[src/rtl/uart_baud_autocfg.sv]
// Auto-baud configuration for the UART 16x tick generator: measures a 0x55 sync
// character on rx to derive baud_val/baud_val_fraction, or takes software values.
//
// state   | meaning
// IDLE    | holding current configuration, waiting for start
// WAIT_E0 | armed, waiting for the start-bit falling edge
// MEASURE | counting cycles across the next four falling edges
// CALC    | range and pattern checks, commit on success
// FAIL    | report error code, drop locked
module uart_baud_autocfg #(
  parameter int unsigned CNT_W            = 20,
  parameter logic [12:0] DEFAULT_BAUD_VAL = 13'd26,
  parameter logic [2:0]  DEFAULT_FRACTION = 3'd1
) (
  input  logic        clk,
  input  logic        reset_n,
  input  logic        rx,
  input  logic        start,
  input  logic        sw_load,
  input  logic [12:0] sw_baud_val,
  input  logic [2:0]  sw_fraction,
  output logic [12:0] baud_val,
  output logic [2:0]  baud_val_fraction,
  output logic        busy,
  output logic        locked,
  output logic        done,
  output logic [1:0]  err
);

  localparam int unsigned T1_W = CNT_W - 2;

  typedef enum logic [2:0] {
    S_IDLE,
    S_WAIT_E0,
    S_MEASURE,
    S_CALC,
    S_FAIL
  } state_t;

  state_t            state_q, state_d;
  logic              rx_s1_q, rx_s1_d;
  logic              rx_s2_q, rx_s2_d;
  logic              rx_prev_q, rx_prev_d;
  logic              fe_q, fe_d;
  logic [CNT_W-1:0]  cnt_q, cnt_d;
  logic [2:0]        edge_cnt_q, edge_cnt_d;
  logic [T1_W-1:0]   t1_q, t1_d;
  logic [CNT_W-1:0]  t_q, t_d;
  logic [1:0]        fail_code_q, fail_code_d;
  logic [12:0]       baud_val_q, baud_val_d;
  logic [2:0]        fraction_q, fraction_d;
  logic              locked_q, locked_d;
  logic              done_q, done_d;
  logic [1:0]        err_q, err_d;

  logic [CNT_W-1:0]  cnt_inc;
  logic              cnt_sat;
  logic [CNT_W-1:0]  t_hi;
  logic [31:0]       t_hi_ext;
  logic [CNT_W:0]    t_ext, t1_x4, t_diff, t1_half;

  always_comb begin
    rx_s1_d   = rx;
    rx_s2_d   = rx_s1_q;
    rx_prev_d = rx_s2_q;
    fe_d      = rx_prev_q & ~rx_s2_q;
  end

  // Counter saturates instead of wrapping, so the signed difference below never aliases.
  assign cnt_inc  = cnt_q + 1'b1;
  assign cnt_sat  = &cnt_q;
  assign t_hi     = t_q >> 7;
  assign t_hi_ext = 32'(t_hi);
  assign t_ext    = {1'b0, t_q};
  assign t1_x4    = {1'b0, t1_q, 2'b00};
  assign t_diff   = (t_ext >= t1_x4) ? (t_ext - t1_x4) : (t1_x4 - t_ext);
  assign t1_half  = (CNT_W+1)'(t1_q >> 1);

  always_comb begin
    state_d     = state_q;
    cnt_d       = cnt_q;
    edge_cnt_d  = edge_cnt_q;
    t1_d        = t1_q;
    t_d         = t_q;
    fail_code_d = fail_code_q;
    baud_val_d  = baud_val_q;
    fraction_d  = fraction_q;
    locked_d    = locked_q;
    err_d       = err_q;
    done_d      = 1'b0;

    case (state_q)
      S_IDLE: begin
        if (start) begin
          state_d  = S_WAIT_E0;
          cnt_d    = '0;
          err_d    = 2'b00;
          locked_d = 1'b0;
        end
      end
      S_WAIT_E0: begin
        if (fe_q) begin
          cnt_d      = '0;
          edge_cnt_d = '0;
          state_d    = S_MEASURE;
        end else if (cnt_sat) begin
          fail_code_d = 2'b10;
          state_d     = S_FAIL;
        end else begin
          cnt_d = cnt_inc;
        end
      end
      S_MEASURE: begin
        if (cnt_sat) begin
          fail_code_d = 2'b10;
          state_d     = S_FAIL;
        end else begin
          cnt_d = cnt_inc;
          if (fe_q) begin
            edge_cnt_d = edge_cnt_q + 3'd1;
            if (edge_cnt_q == 3'd0) begin
              t1_d = T1_W'(cnt_inc);
            end
            if (edge_cnt_q == 3'd3) begin
              t_d     = cnt_inc;
              state_d = S_CALC;
            end
          end
        end
      end
      S_CALC: begin
        if (t_hi_ext == 32'd0 || t_hi_ext > 32'd8191) begin
          fail_code_d = 2'b01;
          state_d     = S_FAIL;
        end else if (t_diff > t1_half) begin
          fail_code_d = 2'b11;
          state_d     = S_FAIL;
        end else begin
          baud_val_d = 13'(t_hi - 1'b1);
          fraction_d = t_q[6:4];
          locked_d   = 1'b1;
          done_d     = 1'b1;
          state_d    = S_IDLE;
        end
      end
      S_FAIL: begin
        err_d    = fail_code_q;
        done_d   = 1'b1;
        locked_d = 1'b0;
        state_d  = S_IDLE;
      end
      default: state_d = S_IDLE;
    endcase

    // Software load overrides everything, including a start in the same cycle.
    if (sw_load) begin
      baud_val_d = sw_baud_val;
      fraction_d = sw_fraction;
      locked_d   = 1'b1;
      err_d      = 2'b00;
      done_d     = 1'b0;
      cnt_d      = '0;
      edge_cnt_d = '0;
      state_d    = S_IDLE;
    end
  end

  always_ff @(posedge clk or negedge reset_n) begin
    if (!reset_n) begin
      state_q     <= S_IDLE;
      rx_s1_q     <= 1'b1;
      rx_s2_q     <= 1'b1;
      rx_prev_q   <= 1'b1;
      fe_q        <= 1'b0;
      cnt_q       <= '0;
      edge_cnt_q  <= '0;
      t1_q        <= '0;
      t_q         <= '0;
      fail_code_q <= 2'b00;
      baud_val_q  <= DEFAULT_BAUD_VAL;
      fraction_q  <= DEFAULT_FRACTION;
      locked_q    <= 1'b0;
      done_q      <= 1'b0;
      err_q       <= 2'b00;
    end else begin
      state_q     <= state_d;
      rx_s1_q     <= rx_s1_d;
      rx_s2_q     <= rx_s2_d;
      rx_prev_q   <= rx_prev_d;
      fe_q        <= fe_d;
      cnt_q       <= cnt_d;
      edge_cnt_q  <= edge_cnt_d;
      t1_q        <= t1_d;
      t_q         <= t_d;
      fail_code_q <= fail_code_d;
      baud_val_q  <= baud_val_d;
      fraction_q  <= fraction_d;
      locked_q    <= locked_d;
      done_q      <= done_d;
      err_q       <= err_d;
    end
  end

  assign busy              = (state_q == S_WAIT_E0) || (state_q == S_MEASURE) || (state_q == S_CALC);
  assign baud_val          = baud_val_q;
  assign baud_val_fraction = fraction_q;
  assign locked            = locked_q;
  assign done              = done_q;
  assign err               = err_q;

endmodule

[config.mk]
export PLATFORM = sky130hd
export DESIGN_NAME = uart_baud_autocfg
export DESIGN_NICKNAME = d
export VERILOG_FILES = /design/src/rtl/uart_baud_autocfg.sv
export SDC_FILE = /design/constraint.sdc
export NUM_CORES = 1
export LEC_CHECK = 0
export CAP_MARGIN = 10
export CORE_MARGIN = 8
export CORE_UTILIZATION = 45
export CTS_CLUSTER_SIZE = 25
export DETAILED_ROUTE_END_ITERATION = 10
export PLACE_DENSITY_LB_ADDON = 0.05
export SLEW_MARGIN = 10
export SYNTH_ARGS = -nofsm -noshare
export SYNTH_HDL_FRONTEND = slang
export SYNTH_SLANG_ARGS = --single-unit
[constraint.sdc]
create_clock -name clk -period 4.8 [get_ports clk]
set_clock_uncertainty 0.15 [all_clocks]
set_input_delay 0.96 -clock clk [delete_from_list [all_inputs] [get_ports clk]]
set_output_delay 0.96 -clock clk [all_outputs]
set_load 0.01 [all_outputs]
### Yosys cells after proc, flatten, opt, wreduce, memory -nomap -nowiden

Index checks and enable logic that the tools add are counted.

| operators by class | value |
|---|---|
| reduce and logical (&&, ||, !) cells | 22 |
| bitwise logic cells | 3 |
| order comparisons | 3 |
| equality and inequality tests | 18 |
| multiplexer cells | 46 |
| $add $sub $neg | 5 |

Operators with widths:

| cell | number |
|---|---|
| 2-to-1 mux 20 bit | 4 |
| one-hot mux 20 bit (3 select lines) | 1 |
| 2-to-1 mux 13 bit | 4 |
| 2-to-1 mux 3 bit | 17 |
| subtractor 20 x 20 -> 21 bit | 2 |
| zero test 32 bit | 1 |
| > comparator 21 x 17 -> 1 bit | 1 |
| 2-to-1 mux 21 bit | 1 |
| != test 3 bit, second input constant | 7 |
| adder 20 x 1 -> 20 bit, second input constant | 1 |
| >= comparator 20 bit | 1 |
| AND reduction 20 bit | 1 |
| AND reduction 4 bit | 5 |
| > comparator 13 bit, second input constant | 1 |
| subtractor 13 x 1 -> 13 bit, second input constant | 1 |
| 2-to-1 mux 2 bit | 6 |
| != test 4 bit, second input constant | 3 |
| one-hot mux 3 bit (4 select lines) | 1 |
| equality test 3 x 2 -> 1 bit, second input constant | 3 |
| nonzero test 3 bit | 3 |
| nonzero test 4 bit | 2 |
| 2-to-1 mux 1 bit | 7 |
| zero test 3 bit | 2 |
| != test 2 bit, second input constant | 3 |
| 14 further kinds | 19 |

| word-level totals | value |
|---|---|
| bits in registers | 90 |
| word-level logic and storage cells | 112 |
| input bits | 21 |
| output and inout bits | 21 |

### Longest topological paths before layout

| depth | value |
|---|---|
| depth after elaboration | 7 |
| depth in mapped cells | 24 |
| gate-level depth less buffers | 21 |

### Least setup slack after synthesis

OpenSTA, ideal clock, no wires.

| path | value |
|---|---|
| path kind | flip-flop to flip-flop |
| start point | register t1_q[2] |
| end point | register baud_val_q[3], in the netlist baud_val[3] |
| buffers on the path | 4 |
| path slack | -0.177 ns |
| cell stages (with the launch flop) | 25 |
| setup time | 0.091 ns |
| clock period less this slack | 4.977 ns |
| arrival time | 4.736 ns |
| required time | 4.559 ns |
| path through | dfrtp_1 > inv_1 > ha_1 > buf_6 > o211ai_1 > a21oi_1 > nor3_1 > o21ai_0 > o21ai_0 > and2_1 > clkbuf_4 > buf_1 > mux2i_1 > xnor2_1 > ha_1 > and3_1 > nand3_1 > or4_1 > o21ai_0 > nand2_1 > a31oi_1 > and2_1 > clkbuf_1 > a21oi_1 > o31ai_1 |

| between the ends | value |
|---|---|
| longest elaborated chain between the ends | 5 |
| elaborated cells between the ends (all ways) | 7 |
| classes of those cells | add/sub (2); order compare (2); eq/ne (1); mux (1); reduce/logical (1) |

Ends and longest elaborated chain:

| element | RTL line | text |
|---|---|---|
| start, declared | 47 | `logic [T1_W-1:0] t1_q, t1_d;` |
| start signal, assigned | 193 | `t1_q <= t1_d;` |
| subtractor 20 x 20 -> 21 bit or >= comparator 20 bit (tied branches) | 76 | `assign t_diff = (t_ext >= t1_x4) ? (t_ext - t1_x4) : (t1_x4 - t_ext);` |
| 2-to-1 mux 21 bit | 76 |  |
| > comparator 21 x 17 -> 1 bit * | 135 | `end else if (t_diff > t1_half) begin` |
| != test 2 bit (no line) * | - |  |
| AND reduction 3 bit (no line) * | - |  |
| end signal, assigned | 196 | `baud_val_q <= baud_val_d;` |
| end, declared | 50 | `logic [12:0] baud_val_q, baud_val_d;` |

Mark *: on every way between the ends. The rest lies on a longest branch, timed or not.
A chain may end at the register's enable or synchronous reset.

### Worst setup path in the final report

| path | value |
|---|---|
| start point | register t1_q[16] |
| end point | register baud_val_q[12], in the netlist baud_val[12] |

Same word-level chain as after synthesis.

==> metrics.txt <==
Port Buf Inserts=41; Critical Path, Cell by Cell=inv_1 > ha_1 > a21o_1 > a21oi_1 > and2_4 > mux2_4 > o211ai_1 > xor2_1 > ha_1 > nand4_1 > or4_4 > buf_4 > a31oi_4 > nand2_4 > buf_6 > o211ai_1 > o311ai_2; Worst R2R Start=t1_q[16]; syn nets=916; total net switching power=0.001182 W; critical path's slowest cell=or4_4; all-layer global routing usage=0.2120; Hold Path Class=reg -> reg; Yosys cell types=69; gpl congestion=0.8961; final core utilization=0.5877; Remaining Overflow, GRT=0; Yosys reg bits=90; Max IR drop VDD=0.3157 mV; Final Cell Area=8935 sq um; relative slew slack=0.3020; Adder-Cell Fraction of Synth Area=0.1121; DR pass1 iterations=7; most frequent cells in the layout=buf_4, nand2_1, dfrtp_1, nor2_1, o21ai_0; Wirelength per Cell=18.28 um; Slew Limit Fails=0; Achievable Freq=214.3 MHz; commonest non-fill, non-tap cell in the layout=buf_4; largest family of logic cells by synthesized area=compound AO/OA/AOI/OAI gates; initial antenna violation count=0; IO Pins=42; drc violations=0; Max FO, Critical Path=12; n_diodes=0; RSZ-0062 raised after global routing=true; largest area contributor in the netlist=dfrtp_1; CP startpoint=t1_q[16]; EDFF count, synth=0; Final setup viols=0; clk sinks=90; Mean Syn Cell Area=about 8.4 sq um; sw frac=0.3864; DPL Wire Length=16920 um; full die area=19770 sq um; Int Pwr=around 0.0019 W; R2R setup slack=0.13 ns; Die W=140.6 um; vias in the first global route=around 6.5k; CTS root buffer=clkbuf_16; Hold Path Stages=0; worst hold start=rx_s1_q; Die Height=140.6 um; site row count=45; post-place setup slack=-0.3500 ns; First DRT Iteration DRCs=353; DR vias/cell=5.602; TritonCTS clock tree=done; synth top area cells=dfrtp_1, ha_1, o21ai_0; Seq pwr share=0.275; Synth Area in Simple Gates=0.1923; post-route setup TNS=0 ns; status=finished, final reports clean; Area Overhead vs Synth=27.88%; Worst path max stage delay=0.54 ns; Setup crit end kind=flop; max-cap violations=0; Post-Route WL=21240 um; Async S/R FF share, synth=1.000; WP buf/inv=3; top-area cell type share of the netlist area=0.2973; hold_ws=0.2137 ns; fraction of layout cells with a size suffix above 1=0.2207; synth warn=0; Most used DFF post-synth=dfrtp_1; Synth Area in Compound Gates=0.1997; TritonCTS Buffers=9; post-synthesis mux area share=0.03223; xor/xnor share of the synthesized area=0.07396; Placed Area=8245 sq um; Gate power share=0.500; FF-to-FF path depth=17; Clock power frac=0.225; clk slew on worst S/H paths=~0.070 ns; Placeable Area=15200 sq um; Starting Density=0.4596; PwrDens=~340 nW/um^2; clock buffer depth=2; Period minus WS final=4.666 ns; synthesized area=approximately 7000 sq um; Hold EP=rx_prev_d; fillers=1380; register area share after synthesis=0.3236; fin crit share=0.9722; hold_buf cts=0; DR vias=6509; Hold Vio Cnt, Final=0; H-tree level count=3; Startpoint Class=flop; Routed Antenna Nets=0; crit path DAT=4.73 ns; Worst R2R End=baud_val[12]; Lkg Pwr=3.976 nW; Data required, critical path=roughly 4.9 ns; Mapped Cells=roughly 830; first-pass GRT wire length=33600 um; worst slew pin tran=between 1 and 1.5 ns; Top delay family on crit path=compound AO/OA/AOI/OAI gates; Clock Latency Late Sink=0.35 ns; Post-layout nets=1052; largest net degree at the start of global routing=55; Setup CP Type=reg -> reg; PnR worst setup slack=0.1335 ns
[cells by family after synthesis]
group	after synthesis
compound gates	224
fa+ha+maj	62
mux	20
buf+inv	96
flops	90
xor+xnor	59
simple gates	282
[synth_stat cells (3+ instances only)]
master    instances
and2_1            3
nor4_1            5
nor2b_1          13
nand4_1          14
and3_1            8
ha_1             61
or4_1             4
inv_1            52
dfstp_2           7
nand3_1          30
and4_1            3
o31ai_1           8
a221oi_1          3
buf_4             4
a31oi_1           7
o21bai_1          4
or2_2             3
buf_2             5
a211oi_1          6
o21ai_0          72
mux2i_1          12
nor2_1           66
nand2_1          94
or3_1             5
o21a_1            6
a21o_1            9
buf_1             3
nand2b_1          6
xnor2_1          37
o211ai_1         10
mux2_2            6
clkbuf_1         21
o211a_1           4
nor3_1           22
a221o_1           3
buf_6             8
xor2_1           22
dfrtp_1          83
o311ai_1          4
a21oi_1          66
[registers in the layout, indices dropped and copies added (netlist names), 2 cells and up]
name	count
t_q	20
cnt_q	20
edge_cnt_q	3
baud_val_fraction	3
state_q	3
baud_val	13
err	2
t1_q	18
fail_code_q	2
[routing by layer]
layer,global-route usage,wire length (um)
met3,0.03849,892
met2,0.3421,9996
met1,0.2795,9834
met5,0,0
met4,0.07410,512
[area by class of cell]
class	instances	area [sq um]	share of cell area
clock buffer	10	239.0	0.02675
multi-input combinational	647	4541	0.5082
tap	188	235.2	0.02633
timing repair buffer	169	1418	0.1587
clock inverter	6	46.29	0.005181
inverter	52	195.2	0.02185
sequential	90	2261	0.2530
[stage by stage]
stage | instances | total power [W]
CTS | 1153 | 0.002953
global route | 1162 | 0.003262
finish | 1162 | 0.003059
global placement | 1133 | 0.002203
detailed placement | 1133 | 0.002221
floorplan | 833 | 0.001758
[worst max path at each step]
stage | end | slack (ns) | cells past startpoint
2_1_floorplan | baud_val[10] | 0.004 | 21
3_3_place_gp | baud_val[4] | -0.27 | 21
3_5_place_dp | baud_val[8] | -0.35 | 21
4_1_cts | baud_val[3] | 0.02 | 21
5_1_grt | baud_val[12] | -0.14 | 22
6_report | baud_val[12] | 0.13 | 17
[power by group through the flow]
| stage | Combinational [W] | Clock (W) | Sequential, W |
|---|---|---|---|
| after detailed placement | 0.00137 | 0 | 0.000853 |
| after global routing | 0.00168 | 0.000737 | 0.000845 |
| after floorplan | 0.000909 | 0 | 0.000849 |
| after CTS | 0.00141 | 0.000707 | 0.000839 |
| final | 0.00153 | 0.000689 | 0.000840 |
| after global placement | 0.00135 | 0 | 0.000851 |
[worst reg2reg max path: cells and delay by family (launching register included)]
| family | cells | cell delay, ns |
|---|---|---|
| and+or+nand+nor | 4 | 1.05 |
| AOI/OAI and AO/OA | 6 | 1.39 |
| DFF | 1 | 0.44 |
| buffers and inverters | 3 | 0.45 |
| adders and majority gates | 2 | 0.66 |
| muxes | 1 | 0.30 |
| xor gates and xnor gates | 1 | 0.10 |
[repair_timing]
| action | in CTS | in global routing |
|---|---|---|
| cloned | 0 | 1 |
| setup endpoints to repair | 21 | 21 |
| pin swaps | 4 | 31 |
| setup buffers | 4 | 8 |
| gates resized for setup | 16 | 48 |
No activity file was read; power rests on OpenSTA's default activity.
